<file path="src/rtl/er_exec_reporter.sv">
// ER pass tracker: turns the EXEC flag into a pass verdict plus a saturating pass count, read out via a req/ack snapshot.
// Optional: ER_EXEC_REPORTER_CLEAR_ON_READ_EN clears the count and returns DONE to IDLE on each snapshot capture.
module er_exec_reporter #(
    parameter int CNT_W = 8
) (
    input  logic             clk,
    input  logic             reset,
    input  logic [15:0]      pc,
    input  logic             exec,
    input  logic [15:0]      ER_min,
    input  logic [15:0]      ER_max,
    input  logic             snap_req,
    output logic             snap_ack,
    output logic             snap_exec,
    output logic [CNT_W-1:0] snap_count,
    output logic             er_active
);

    typedef enum logic [1:0] {IDLE, RUN, DONE, FAIL} state_t;

    localparam logic [CNT_W-1:0] CNT_MAX = '1;

    state_t           state;
    state_t           state_nxt;
    logic [CNT_W-1:0] count;
    logic [CNT_W-1:0] count_nxt;
    logic             in_er;
    logic             capture;
    logic             pass_done;

    always_comb begin
        in_er   = (pc >= ER_min) && (pc <= ER_max);
        capture = snap_req && !snap_ack;
    end

    always_ff @(posedge clk or posedge reset) begin
        if (reset) begin
            state <= IDLE;
            count <= '0;
        end else begin
            state <= state_nxt;
            count <= count_nxt;
        end
    end

    always_comb begin
        state_nxt = state;
        pass_done = 1'b0;
        case (state)
            RUN: begin
                // exec loss dominates; reaching ER_max wins over the range check
                if (!exec) begin
                    state_nxt = FAIL;
                end else if (pc == ER_max) begin
                    state_nxt = DONE;
                    pass_done = 1'b1;
                end else if (!in_er) begin
                    state_nxt = FAIL;
                end
            end
            default: begin
                if (pc == ER_min) begin
                    state_nxt = exec ? RUN : FAIL;
                end
            end
        endcase

        count_nxt = count;
        if (pass_done && (count != CNT_MAX)) begin
            count_nxt = count + 1'b1;
        end

`ifdef ER_EXEC_REPORTER_CLEAR_ON_READ_EN
        // A read consumes the verdict, including one completing on this very edge
        if (capture) begin
            count_nxt = '0;
            if (state_nxt == DONE) begin
                state_nxt = IDLE;
            end
        end
`endif
    end

    always_ff @(posedge clk or posedge reset) begin
        if (reset) begin
            snap_ack   <= 1'b0;
            snap_exec  <= 1'b0;
            snap_count <= '0;
        end else if (capture) begin
            snap_ack   <= 1'b1;
            snap_exec  <= (state == DONE);
            snap_count <= count;
        end else if (!snap_req) begin
            snap_ack   <= 1'b0;
        end
    end

    always_comb begin
        er_active = (state == RUN);
    end

endmodule

</file>
<file path="config.mk">
export PLATFORM = sky130hd
export DESIGN_NAME = er_exec_reporter
export DESIGN_NICKNAME = d
export VERILOG_FILES = /design/src/rtl/er_exec_reporter.sv
export SDC_FILE = /design/constraint.sdc
export NUM_CORES = 1
export LEC_CHECK = 0
export BUFFER_PORTS_ARGS = -buffer_cell sky130_fd_sc_hd__buf_2
export CORE_ASPECT_RATIO = 1.25
export CORE_MARGIN = 3
export CORE_UTILIZATION = 44
export CTS_BUF_LIST = sky130_fd_sc_hd__clkbuf_4 sky130_fd_sc_hd__clkbuf_8 sky130_fd_sc_hd__clkbuf_16
export CTS_CLUSTER_DIAMETER = 40
export CTS_CLUSTER_SIZE = 25
export DETAILED_ROUTE_END_ITERATION = 12
export PLACE_DENSITY = 0.76
export SETUP_SLACK_MARGIN = 0.02
export SKIP_LAST_GASP = 1
export SYNTH_ARGS = -nofsm -noshare
export SYNTH_HDL_FRONTEND = slang
export SYNTH_SLANG_ARGS = --single-unit
</file>
<file path="constraint.sdc">
create_clock -name clk -period 1.6 [get_ports clk]
set_input_delay 0 -clock clk [delete_from_list [all_inputs] [get_ports clk]]
set_output_delay 0 -clock clk [all_outputs]
set_load 0.01 [all_outputs]
</file>
==> results.json <==
{
  "synth_area_um2": 1659,
  "dominantRegCellSynth": "dfrtp_1",
  "pin_count": 63,
  "first_global_vias": 1442,
  "status": "completed",
  "core_um2": 3543,
  "finalHoldViolations": 0,
  "cp_max_fo": 5,
  "grt_max_degree": 21,
  "clkTransAtPathRegs_ns": 0.07,
  "cts_tree": "done",
  "grt_pass1_wl_um": 5658,
  "root_buffer": "clkbuf_8",
  "syn_inst": 174,
  "relSlewSlack": 0.5142,
  "hold_ws_ns": 0.1190,
  "grtUsageTotal": 0.1589,
  "p_total_uw": 1175,
  "period_needed_ns": 1.542,
  "ys_types": 30,
  "yosysTopAreaCell": "dfrtp_1",
  "r2r_slack_ns": 0.06,
  "htree_levels": 1,
  "reg2reg_from": "state[1]$_DFFE_PP0P_",
  "cts_made_buffers": 3,
  "worst_pin_slew_ns": 0.7280,
  "power_density_nw_per_um2": 525.3,
  "grt_setup_unrepaired": "true",
  "drv_cap": 0,
  "avgViaCountPerCell": 5.031,
  "syn-num-nets": 259,
  "critPathCaptureType": "register",
  "rows": 24,
  "finalSetupViolCount": 0,
  "fin_crit_sh": 0.9635,
  "critPathArrivalTime_ns": 1.68,
  "crit_chain": "and2b_4 > nand3_4 > nor4b_4 > buf_4 > mux2_4",
  "wire_per_inst_um": 11.51,
  "initialDrtViolationCount": 28,
  "crit_path_top_delay_cell": "dfrtp_1",
  "drc": 0,
  "cts_buffer_depth": 2,
  "postRouteAntennaNets": 0,
  "start_util": 0.4682,
  "die_w_um": 60.92,
  "wl_um": 3395,
  "overflow": 0,
  "crit_required_ns": 1.74,
  "worstReg2RegEnd": "count[1]$_DFFE_PP0P_",
  "ys_seq_elements": 20,
  "worstSkewPairLatency_ns": 0.25,
  "max_freq_mhz": 648.7,
  "async_flop_share": 1.000,
  "critPathMaxStageDelay_ns": 0.37,
  "path_class": "register to register",
  "synth_top_area_share": 0.3017,
  "dieArea_um2": 4548,
  "final_nets": 342,
  "crit_cells": 5,
  "min_path_type": "input pin to register",
  "cp-startpoint": "state[1]$_DFFE_PP0P_",
  "routabilityCongestion": 0.7066,
  "yosys_warnings": 0,
  "nFillCells": 320,
  "port_buffers": 62,
  "synth_common_cells": "33 x ha_1, 33 x inv_1, 20 x dfrtp_1",
  "synth_area_leaders": "dfrtp_1 30%, ha_1 25%, inv_1 7.5%, mux2_2 6.1%, a21oi_1 3.9%",
  "synth_edf_count": 0,
  "r2r_cells": 5,
  "final_max_slew_viol_count": 0,
  "fp.dieH_um": 74.66,
  "vdd_drop_max_mv": 0.3104,
  "critPathLaunchType": "register",
  "dr.pass1.iters": 2,
  "num_antenna_cells": 0,
  "dp_hpwl_um": 2931,
  "vias": 1484,
  "syn_area_per_cell_um2": 9.535,
  "ys_seq_area_frac": 0.3017,
  "power.leakage_uw": 0.001290,
  "clock_sinks": 20,
  "area_growth_pct": 34.77,
  "endpoint": "count[1]$_DFFE_PP0P_",
  "drive_above_1_share": 0.4063,
  "crit_family": "simple AND/OR/NAND/NOR gates",
  "antenna_found_initial": 0,
  "skew_ns": 0.001978,
  "path_buf_inv": 1
}
==> worst min path at each step <==
| stage | cells after the start | to | start | slack, ns |
|---|---|---|---|---|
| global placement | 1 | snap_ack$_DFFE_PP0P_ | snap_req | 0.13 |
| floorplan | 1 | count[0]$_DFFE_PP0P_ | reset | -0.04 |
| CTS | 4 | state[0]$_DFFE_PP0P_ | exec | 0.12 |
| finish | 4 | state[0]$_DFFE_PP0P_ | exec | 0.12 |
| detailed placement | 1 | snap_ack$_DFFE_PP0P_ | snap_req | 0.13 |
| global route | 4 | state[0]$_DFFE_PP0P_ | exec | 0.15 |
==> stage by stage <==
| step | cell area, µm² | setup TNS [ns] | std cells | util | setup slack [ns] |
|---|---|---|---|---|---|
| after detailed placement | 2127 | -0.1964 | 288 | 0.6003 | -0.1043 |
| after global routing | 2236 | -0.1959 | 295 | 0.6310 | -0.09213 |
| after floorplan | 1663 | 0 | 174 | - | 0.03493 |
| after CTS | 2202 | 0 | 294 | 0.6215 | 0.03768 |
| final | 2236 | 0 | 295 | 0.6310 | 0.05836 |
| after global placement | 2127 | -0.1497 | 288 | 0.6003 | -0.09372 |
==> power breakdown <==
part           leakage, µW  internal (µW)  switching, µW  total (µW)
registers         0.000269            510           2.33         512
logic             0.000992            149            139         288
clock network    0.0000288            219            156         374
total              0.00129            877            297        1170
==> final cells by class <==
| cell class | instances | area (µm²) | share of cell area |
|---|---|---|---|
| inverter | 33 | 123.9 | 0.05540 |
| clock buffer | 4 | 55.05 | 0.02462 |
| tap | 39 | 48.80 | 0.02182 |
| multi-input combinational | 119 | 1057 | 0.4729 |
| timing repair buffer | 80 | 450.4 | 0.2015 |
| sequential | 20 | 500.5 | 0.2238 |
==> flip-flops by register name, indices dropped and copies added, names as in the netlist <==
name        cells
count           8
state           2
snap_ack        1
snap_exec       1
snap_count      8
==> logic make-up (layout without fill, tap and decap cells) <==
logic type | Yosys count | after routing | synth area share
AOI/OAI and AO/OA | 24 | 24 | 0.08824
xor gates and xnor gates | 7 | 7 | 0.03695
adders and majority gates | 33 | 33 | 0.2489
buffers and inverters | 35 | 117 | 0.07919
DFF | 20 | 20 | 0.3017
muxes | 10 | 10 | 0.06712
and+or+nand+nor | 45 | 45 | 0.1780
==> repair_timing <==
action                                 4_1_cts  5_1_grt
setup endpoints to repair                    0        7
hold buffers                                 2        0
endpoints found under the hold margin       21        0
resized for setup                            0        7
setup buffers                                0        1
==> layer usage <==
layer	GRT usage	routed length, µm	vias to the layer above
li1	-	-	782
met4	0.04337	19	0
met1	0.1883	1424	662
met2	0.2925	1789	38
met3	0.02401	162	2
met5	0	0	-
==> cell usage in the layout (no fill, tap or decap), drive strengths merged, types with 2 or more instances in the layout <==
master,netlist,layout
and4,4,4
or2,3,3
dlygate4sd3,0,2
nand4,10,10
nor4,3,3
a21o,2,2
ha,33,33
dfrtp,20,20
a21oi,13,13
xnor2,6,6
a2111oi,2,2
nand2,7,7
nand2b,4,4
nand3,6,6
inv,33,33
clkbuf,2,4
mux2,9,9
buf,0,78
nor2,2,2
nor3,2,2
o21ai,3,3
==> tightest hold or removal path, cell delays in order <==
cell and delay, ns:
buf_2 0.13, nand3_4 0.07, nor3_1 0.05, nor2_1 0.08
No activity file was read; power rests on OpenSTA's default activity.
